===== config.mk =====
export PLATFORM = sky130hd
export DESIGN_NAME = data_mem_arbiter
export DESIGN_NICKNAME = d
export VERILOG_FILES = /design/src/rtl/data_mem_arbiter.sv
export SDC_FILE = /design/constraint.sdc
export NUM_CORES = 1
export LEC_CHECK = 0
export CORE_AREA = 4 4 163 165
export CTS_CLUSTER_DIAMETER = 100
export DETAILED_ROUTE_END_ITERATION = 16
export DIE_AREA = 0 0 167 169
export SYNTH_ARGS = -nofsm -noshare
export SYNTH_HDL_FRONTEND = slang
export SYNTH_SLANG_ARGS = --single-unit

===== constraint.sdc =====
create_clock -name clk -period 2.06 [get_ports clk]
set_clock_uncertainty 0.05 [all_clocks]
set_input_delay 0.412 -clock clk [delete_from_list [all_inputs] [get_ports clk]]
set_output_delay 0.412 -clock clk [all_outputs]
set_load 0.005 [all_outputs]

===== src/rtl/data_mem_arbiter.sv =====
// rtl/data_mem_arbiter.sv - two-port round-robin arbiter with lock/hold in front of a 1-cycle data memory
module data_mem_arbiter #(
    parameter int WORD_SIZE      = 64,
    parameter int DATA_ADDR_SIZE = 8,
    parameter int MAX_HOLD       = 4
) (
    input  logic                      clk,
    input  logic                      rst_n,
    input  logic                      a_req,
    input  logic                      a_write,
    input  logic                      a_lock,
    input  logic [DATA_ADDR_SIZE-1:0] a_addr,
    input  logic [WORD_SIZE-1:0]      a_wdata,
    input  logic                      b_req,
    input  logic                      b_write,
    input  logic                      b_lock,
    input  logic [DATA_ADDR_SIZE-1:0] b_addr,
    input  logic [WORD_SIZE-1:0]      b_wdata,
    output logic                      a_gnt,
    output logic                      b_gnt,
    output logic                      a_rvalid,
    output logic                      b_rvalid,
    output logic [WORD_SIZE-1:0]      a_rdata,
    output logic [WORD_SIZE-1:0]      b_rdata,
    output logic                      mem_en,
    output logic                      mem_write,
    output logic [DATA_ADDR_SIZE-1:0] mem_addr,
    output logic [WORD_SIZE-1:0]      mem_wdata,
    input  logic [WORD_SIZE-1:0]      mem_rdata
);

    localparam int               CNT_W   = $clog2(MAX_HOLD + 1);
    localparam logic [CNT_W-1:0] CNT_MAX = CNT_W'(MAX_HOLD);
    localparam logic [CNT_W-1:0] CNT_ONE = CNT_W'(1);

    typedef enum logic [1:0] {
        IDLE,
        HOLD_A,
        HOLD_B
    } state_t;

    state_t           r_state;
    logic             r_last_gnt;   // 0 = A, 1 = B
    logic [CNT_W-1:0] r_hold_cnt;
    logic             r_a_rvalid;
    logic             r_b_rvalid;

    logic             w_a_gnt;
    logic             w_b_gnt;
    logic             w_any_gnt;
    logic             w_continue;
    logic [CNT_W-1:0] w_cnt_next;
    logic             w_lock;
    logic             w_other_req;
    logic             w_stay;

    // A holding port wins only while it still requests; otherwise plain round-robin applies.
    always_comb begin
        w_a_gnt = 1'b0;
        w_b_gnt = 1'b0;
        if (rst_n) begin
            if (r_state == HOLD_A && a_req) begin
                w_a_gnt = 1'b1;
            end else if (r_state == HOLD_B && b_req) begin
                w_b_gnt = 1'b1;
            end else if (a_req && b_req) begin
                w_a_gnt = r_last_gnt;
                w_b_gnt = ~r_last_gnt;
            end else begin
                w_a_gnt = a_req;
                w_b_gnt = b_req;
            end
        end
    end

    assign w_any_gnt   = w_a_gnt | w_b_gnt;
    assign w_continue  = (w_a_gnt && r_state == HOLD_A) || (w_b_gnt && r_state == HOLD_B);
    assign w_cnt_next  = !w_continue            ? CNT_ONE :
                         (r_hold_cnt == CNT_MAX) ? CNT_MAX : r_hold_cnt + CNT_ONE;
    assign w_lock      = w_a_gnt ? a_lock : b_lock;
    assign w_other_req = w_a_gnt ? b_req  : a_req;
    // Count is judged after this grant so the owner gets exactly MAX_HOLD cycles under contention.
    assign w_stay      = w_any_gnt && w_lock && ((w_cnt_next < CNT_MAX) || !w_other_req);

    always_ff @(posedge clk) begin
        if (!rst_n) begin
            r_state    <= IDLE;
            r_last_gnt <= 1'b1;
            r_hold_cnt <= '0;
            r_a_rvalid <= 1'b0;
            r_b_rvalid <= 1'b0;
        end else begin
            r_a_rvalid <= w_a_gnt;
            r_b_rvalid <= w_b_gnt;
            if (w_any_gnt) begin
                r_last_gnt <= w_b_gnt;
            end
            if (w_stay) begin
                r_state    <= w_a_gnt ? HOLD_A : HOLD_B;
                r_hold_cnt <= w_cnt_next;
            end else begin
                r_state    <= IDLE;
                r_hold_cnt <= '0;
            end
        end
    end

    assign a_gnt     = w_a_gnt;
    assign b_gnt     = w_b_gnt;
    assign mem_en    = w_any_gnt;
    assign mem_write = w_a_gnt ? a_write : (w_b_gnt ? b_write : 1'b0);
    assign mem_addr  = w_a_gnt ? a_addr  : (w_b_gnt ? b_addr  : '0);
    assign mem_wdata = w_a_gnt ? a_wdata : (w_b_gnt ? b_wdata : '0);

    // Gating with rst_n hides a response whose grant was cut off by reset.
    assign a_rvalid  = r_a_rvalid & rst_n;
    assign b_rvalid  = r_b_rvalid & rst_n;
    assign a_rdata   = a_rvalid ? mem_rdata : '0;
    assign b_rdata   = b_rvalid ? mem_rdata : '0;

endmodule


* Word level (Yosys, flattened, before mapping) *
Cells that the tools add are included.

storage, ports and cells
  bits in registers = 8
  input bits = 216
  output and inout port bits = 206
  logic and storage cells = 46

operators by class
  add/sub/neg operators = 1
  order comparisons = 1
  eq/ne operators = 3
  multiplexer cells = 21
  bitwise gates (word level) = 4
  reduce and logical (&&, ||, !) cells = 11

operator list
  operator                                                               number
  64-bit two-way mux                                                     4
  8-bit two-way mux                                                      2
  1-bit two-way mux                                                      12
  1-bit logical AND                                                      7
  3-bit two-way mux                                                      2
  3-bit by 1-bit adder with 3-bit output, second input constant          1
  3-bit equality test, second input constant                             1
  3-bit less-than comparator, second input constant                      1
  1-bit bitwise AND                                                      2
  2-bit by 1-bit equality test with 1-bit output, second input constant  1
  2-bit equality test, second input constant                             1
  1-bit logical OR                                                       2
  2-bit two-way mux                                                      1
  2-bit AND reduction                                                    1
  1-bit logical NOT                                                      1
  1-bit inverter                                                         1
  1-bit OR                                                               1

* Logic depth before layout (Yosys ltp) *
Gate-level depths: netlist of the first run.

  word-level depth = 12
  gate-level depth with buffers = 6
  depth with buffers taken out = 6

* Least setup slack after synthesis of the first run *
Ideal clock, no wire load.

  path type = input-to-output
  start = in b_req
  end = out mem_wdata[36]
  arrival time = 1519 ps
  required time = 1598 ps
  setup slack = 79 ps
  stages = 5
  path buffers = 2
  path through = and3b_1 -> a311oi_2 -> buf_4 -> buf_4 -> a22o_1

between the ends
  cells in the longest elaborated chain, start to end = 7
  elaborated cells between the ends (all ways) = 12
  those cells by class = 10 x mux; 2 x reduce/logical

RTL lines
  what                    line  text
  from (decl)             14    input logic b_req,
  1-bit logical AND       66    end else if (a_req && b_req) begin
  1-bit two-way mux       66
  1-bit two-way mux       64    end else if (r_state == HOLD_B && b_req) begin
  1-bit two-way mux       62    if (r_state == HOLD_A && a_req) begin
  1-bit two-way mux       61    if (rst_n) begin
  64-bit two-way mux      113   assign mem_wdata = w_a_gnt ? a_wdata : (w_b_gnt ? b_wdata : '0);
  64-bit two-way mux (*)  113
  to (decl)               28    output logic [WORD_SIZE-1:0] mem_wdata,

Mark *: on every way between the ends. The rest lies on a longest branch, timed or not.

* Worst setup path after layout of the first run *
  start = reg r_state[1]
  end = out mem_wdata[37]

between the ends
  cells in the longest elaborated chain, start to end = 7
  elaborated cells between the ends (all ways) = 12
  those cells by class = 2 x eq/ne; 8 x mux; 2 x reduce/logical

RTL lines
  what                    line  text
  from (decl)             42    state_t r_state;
  from (signal assigned)  99    r_state <= w_a_gnt ? HOLD_A : HOLD_B;
  2-bit equality test     64
  1-bit logical AND       64
  1-bit two-way mux       64
  1-bit two-way mux       62
  1-bit two-way mux       61
  64-bit two-way mux      113
  64-bit two-way mux (*)  113

Marks and branches as above.

==> flow_summary.yaml, run 1 <==
clock_tree:
  cts_hold_buffers: 0
  clock_path_buffers: 2
  clk_pin_slew_ns: 0.04
  clockRootBuffer: "clkbuf_16"
  cts_sinks: 8
  cts_made_buffers: 3
  cts_tree: "yes"
  clock_latency_ns: 0.23
  htreeDepth: 1
route:
  drtIter0Drc: 145
  via_count: 4366
  routed_wl_um: 23100
  avgViaCountPerCell: 4.05
  drcViolationCount: 0
  ant_nets: 0
  firstDrtPassIters: 4
  routedWlPerCell_um: 21.4
logic_synthesis:
  synth_compound_area_share_pct: 35.5
  synthXorXnorAreaFrac_pct: 0
  synth_top_family_by_area: "simple AND/OR/NAND/NOR gates"
  synthAdderAreaFrac_pct: 1.22
  syn-cell-area_um2: 2050
  synth_simple_gate_area_share_pct: 44.9
  synthMuxAreaShare_pct: 0
  syn_area_per_cell_um2: 7.09
  synth_nets: 507
  yosys_warnings: 0
  ys_seq_area_share_pct: 7.81
  synthCells: 289
  ys_types: 26
  ys_ff_latch: 8
global_route:
  overflow: 0
  grt_pass1_wl_um: 30800
  grt.busiest_layer: "met2"
  grt_max_degree: 66
  grt_pass1_vias: 4599
  antenna_found_initial: 0
  met1_usage_pct: 16.2
  gr-usage-met3_pct: 2.80
  grt_use_met2_pct: 27.3
  grt_use_total_pct: 14.2
timing:
  layout_setup_ws_ns: -0.312
  setup_viol: 76
  period_share_pct: 115
  hold_violations: 0
  rsz0062_at_grt: "true"
  slew_viol_final: 0
  max-slew-margin-rel_pct: 72.1
  fmax_mhz: 422
  worst_pin_slew_ns: 0.418
  min_period_ns: 2.37
  fin_tns_setup_ns: -18.14
  timing.hold.ws_ns: 0.450
worst_setup_path:
  critPathMaxFanout: 7
  startpoint_type: "register"
  path_class: "reg -> out"
  arrival_ns: 1.91
  required_ns: 1.60
  crit_path_end_kind: "primary output"
  worstRegToRegCells: 8
layout:
  final_area_um2: 7670
  final_common_cell: "clkdlybuf4s50_1"
  final_cell_mix: "clkdlybuf4s50_1 (280), and3_1 (120), a22o_1 (69), buf_2 (61), buf_6 (43)"
  synthToLayoutAreaGrowth_pct: 274
  regArea_um2: 173
  nFillCells: 2696
  diodes: 0
  nets: 968
  drive_gt1_share_pct: 25.1
  multi_input_area_um2: 1800
placed_design:
  dp_hpwl_um: 17000
  io_buffers: 421
  preCtsSetupSlack_ns: -1.05
  gp_congestion: 0.871
  placed_area_um2: 6810
floorplanning:
  row_count: 58
  num_io_pins: 422
  core_um2: 25000
  die-area_um2: 28200
  die_w_um: 167
  die_h_um: 169
  start_util_pct: 8.19
pwr:
  p_comb_share_pct: 75.1
  p_per_area_nw_per_um2: 262
  p_total_mw: 2.01
  p_seq_share_pct: 8.7
  ir_drop_uv: 189
  p_leak_nw: 4.10
  clockPowerShare_pct: 16.2
  swShare_pct: 31.6
  p_sw_mw: 0.636
  power.internal_mw: 1.38
job:
  max-cap-violations: 0
hold_path:
  hold_depth: 3
  hold_class: "in -> reg"
run_status:
  status: "complete, but fails checks"
  violations: "negative setup slack"
[power groups by stage]
stage	clock, mW	sequential [mW]	combinational (mW)
after floorplan	0	0.172	0.327
after global placement	0	0.175	1.30
after detailed placement	0	0.175	1.30
after CTS	0.333	0.173	1.49
after global routing	0.343	0.176	1.59
final	0.327	0.175	1.51
[cell usage after synthesis]
| master | number | share of area [%] |
|---|---|---|
| a21oi_1 | 1 | 0.24 |
| a22o_1 | 73 | 31 |
| a22oi_2 | 1 | 0.61 |
| a311oi_1 | 2 | 0.85 |
| a311oi_2 | 2 | 1.5 |
| and2_1 | 2 | 0.61 |
| and3_1 | 128 | 39 |
| and3b_1 | 2 | 0.85 |
| buf_2 | 6 | 1.5 |
| buf_4 | 7 | 2.6 |
| clkbuf_1 | 32 | 5.9 |
| dfxtp_1 | 8 | 7.8 |
| ha_1 | 2 | 1.2 |
| inv_1 | 4 | 0.73 |
| nand2_1 | 4 | 0.73 |
| nand2b_1 | 2 | 0.61 |
| nand3b_1 | 1 | 0.37 |
| nor2_1 | 1 | 0.18 |
| nor3_1 | 3 | 0.73 |
| nor3b_1 | 1 | 0.37 |
| nor4_1 | 1 | 0.31 |
| nor4b_2 | 1 | 0.73 |
| o21ai_0 | 2 | 0.49 |
| o21ai_1 | 1 | 0.24 |
| o21bai_1 | 1 | 0.37 |
| or2_1 | 1 | 0.31 |
[stage by stage]
step	cells	utilization (%)
final	1078	30.7
after global routing	1078	30.7
after CTS	1075	29.9
after detailed placement	1025	27.2
after global placement	1025	27.2
after floorplan	289	-
[routing by layer]
metal	wire [um]	part of all wire [%]
met5	0	0
met4	465	2.0
met3	1700	7.4
met2	11900	52
met1	9000	39
[final cells by class]
| type | instances | area share [%] |
|---|---|---|
| repair buffers | 501 | 67.8 |
| multi-input cells | 232 | 23.4 |
| well taps | 330 | 5.38 |
| flip-flops and latches | 8 | 2.25 |
| clock buffers | 3 | 0.978 |
| inverters | 4 | 0.196 |
[registers in the layout, summed over array words and instances, names as in the netlist]
register and count:
r_a_rvalid 1, r_last_gnt 1, r_b_rvalid 1, r_hold_cnt 3, r_state 2
[cells by family after synthesis]
group	after synthesis
simple gates	147
compound gates	83
buf+inv	49
flops	8
fa+ha+maj	2
[what timing repair did]
item,4_1_cts,5_1_grt
setup endpoints to repair,188,136
setup buffers,35,4
gates cloned,13,3
gates resized for setup,433,52
endpoints found under the hold margin,0,0
pin swaps,26,39
[worst paths after layout]
path         slack [ns]                  start                       end
max               -0.31  r_state[1]$_SDFF_PN0_             mem_wdata[37]
min reg2reg        0.51  r_state[0]$_SDFF_PN0_     r_a_rvalid$_SDFF_PN0_
max reg2reg        0.06  r_state[1]$_SDFF_PN0_  r_hold_cnt[2]$_SDFF_PN0_
min                0.45                  rst_n     r_a_rvalid$_SDFF_PN0_
[worst max-delay path, cell delays in order (launching register included)]
cell and delay, ns:
dfxtp_4 0.36, and3b_2 0.23, a311oi_4 0.26, buf_12 0.16, buf_12 0.14, buf_16 0.14
buf_12 0.10, a22o_1 0.15, buf_2 0.13
Power figures use the tool's default switching activity.
==> inputs of run 2 (changes only) <==
==> constraint.sdc (replaced) <==
create_clock -name clk -period 2.06 [get_ports clk]
set_clock_uncertainty 0.05 [all_clocks]
set_input_delay 0.412 -clock clk [delete_from_list [all_inputs] [get_ports clk]]
set_output_delay 0.412 -clock clk [all_outputs]
set_load 0.1 [all_outputs]
==> run 2 against run 1 <==
Effect of this change:
- the flow still finishes with violations (negative setup slack)
- global-route usage fell by 2.5 points
- utilization increased by 9.9 points
- total power is 94% higher
- sequential power barely moved
- clock-buffer cell count unchanged
- non-clock buffer count is 25 lower
- largest power group unchanged
==> flow_summary.yaml, run 2 (synthesis results as in run 1) <==
run_status:
  status: "complete, but fails checks"
  violations: "negative setup slack"
floorplanning:
  die_h_um: 169
  num_io_pins: 422
  die-area_um2: 28200
  die_w_um: 167
  row_count: 58
  core_um2: 25000
  start_util_pct: 8.19
global_route:
  grt_use_total_pct: 11.7
  grt_max_degree: 66
  grt_pass1_vias: 4499
  antenna_found_initial: 0
  grt_pass1_wl_um: 26600
  overflow: 0
timing:
  period_share_pct: 113
  hold_violations: 0
  setup_viol: 76
  worst_pin_slew_ns: 0.470
  min_period_ns: 2.32
  slew_viol_final: 0
  rsz0062_at_grt: "true"
  max-slew-margin-rel_pct: 68.6
  layout_setup_ws_ns: -0.265
  fmax_mhz: 430
  timing.hold.ws_ns: 0.430
layout:
  largest_reg_flops: 3
  final_common_cell: "buf_12"
  diodes: 0
  drive_gt1_share_pct: 62.4
  synthToLayoutAreaGrowth_pct: 396
  nets: 943
  nFillCells: 2358
  fin_util_pct: 40.6
  final_cell_mix: "buf_12 (225), clkdlybuf4s50_1 (212), and3_2 (98), a22o_4 (73), and3_1 (30)"
  largestRegisters: "r_hold_cnt x3, r_state x2"
  top_register: "r_hold_cnt"
placed_design:
  dp_hpwl_um: 16000
  io_buffers: 421
  gp_congestion: 0.799
hold_path:
  hold_class: "in -> reg"
  hold_start: "b_req"
  hold_depth: 3
  hold_path_end: "r_b_rvalid$_SDFF_PN0_"
worst_setup_path:
  path_common_cell: "buf_12"
  crit_buf_inv: 3
  r2r-start: "r_state[0]$_SDFF_PN0_"
  r2r_slack_ns: 0.24
  cp_slowest_stage_delay_ns: 0.35
  startpoint_type: "register"
  worstRegToRegCells: 6
  critPathMaxFanout: 18
  critPathSlowestCell: "dfxtp_4"
  crit_family: "buffers and inverters"
  path_class: "reg -> out"
  r2r-end: "r_hold_cnt[2]$_SDFF_PN0_"
  arrival_ns: 1.86
  required_ns: 1.60
  crit_path_end_kind: "primary output"
  path_cells: "nand2b_1 > a311oi_4 > buf_12 > buf_12 > a22o_4 > buf_12"
clock_tree:
  clock_path_buffers: 2
  htreeDepth: 1
  cts_sinks: 8
  clock_latency_ns: 0.24
  clockRootBuffer: "clkbuf_16"
  cts_tree: "yes"
  cts_made_buffers: 3
  clk_pin_slew_ns: 0.04
route:
  routed_wl_um: 18300
  firstDrtPassIters: 4
  routedWlPerCell_um: 17.4
  via_count: 4228
  ant_nets: 0
  drcViolationCount: 0
  drtIter0Drc: 86
  avgViaCountPerCell: 4.02
pwr:
  ir_drop_uv: 283
  p_total_mw: 3.92
  p_per_area_nw_per_um2: 386
  p_leak_nw: 4.51
job:
  max-cap-violations: 0
run 2: cell count changes in the layout (fill, tap and decap cells not counted), sizes merged, moves of 2 or more:
cell           previous run  this run
buf                     155       262
dlygate4sd2              34         0
clkdlybuf4s50           280       212
clkdlybuf4s15             2         0
dlymetal6s2s             26         0
run 2: worst register-to-register path: stages, from the launching register on:
cell      delay (ns)
dfxtp_4         0.35
nand2b_1        0.19
a311oi_4        0.35
buf_12          0.20
buf_12          0.17
a22oi_2         0.13
nor4b_2         0.29
run 2: layout make-up:
class / count / area (um2) / share of cell area, %
repair buffers: 476 / 7000 / 69.0
multi-input cells: 232 / 2480 / 24.5
well taps: 330 / 413 / 4.07
flip-flops and latches: 8 / 165 / 1.63
clock buffers: 3 / 75.1 / 0.739
inverters: 4 / 15.0 / 0.148
run 2: metrics by stage:
step                setup WS, ns  instances  setup TNS (ns)  instance area [um2]
CTS                       -0.300       1052          -20.02                10100
detailed placement        -0.567       1038          -43.08                 9860
global route              -0.338       1053          -21.88                10200
floorplan                 -0.126        289           -5.03                 2990
finish                    -0.265       1053          -16.59                10200
global placement          -0.536       1038          -40.50                 9860
run 2: power by group:
group	internal, mW	leakage [nW]	switching, mW
clock	0.250	0.0370	0.0794
combinational	1.48	4.40	1.93
sequential	0.164	0.0667	0.0128
total	1.89	4.51	2.03
run 2: worst max-delay path by stage:
stage | startpoint | to | slack (ns) | depth (start not counted)
6_report | r_state[0]$_SDFF_PN0_ | mem_wdata[13] | -0.26 | 6
3_3_place_gp | b_req | mem_en | -0.54 | 7
2_1_floorplan | b_req | mem_wdata[55] | -0.13 | 5
4_1_cts | a_req | mem_wdata[13] | -0.30 | 7
5_1_grt | r_state[0]$_SDFF_PN0_ | mem_wdata[11] | -0.34 | 7
3_5_place_dp | b_req | mem_wdata[0] | -0.57 | 7
run 2: metal layers:
metal | GRT usage [%] | vias up | share of wire (%)
met5 | 0 | - | 0
met4 | 1.25 | 0 | 0.69
met3 | 3.36 | 9 | 8.8
met2 | 23.8 | 238 | 57
met1 | 12.1 | 1979 | 33
li1 | - | 2002 | -
run 2: what timing repair did:
item | 4_1_cts | 5_1_grt
hold buffers | 0 | 0
pin swaps | 5 | 6
resized for setup | 15 | 8
cloned | 3 | 1
buffers inserted | 9 | 1
setup endpoints to repair | 81 | 96
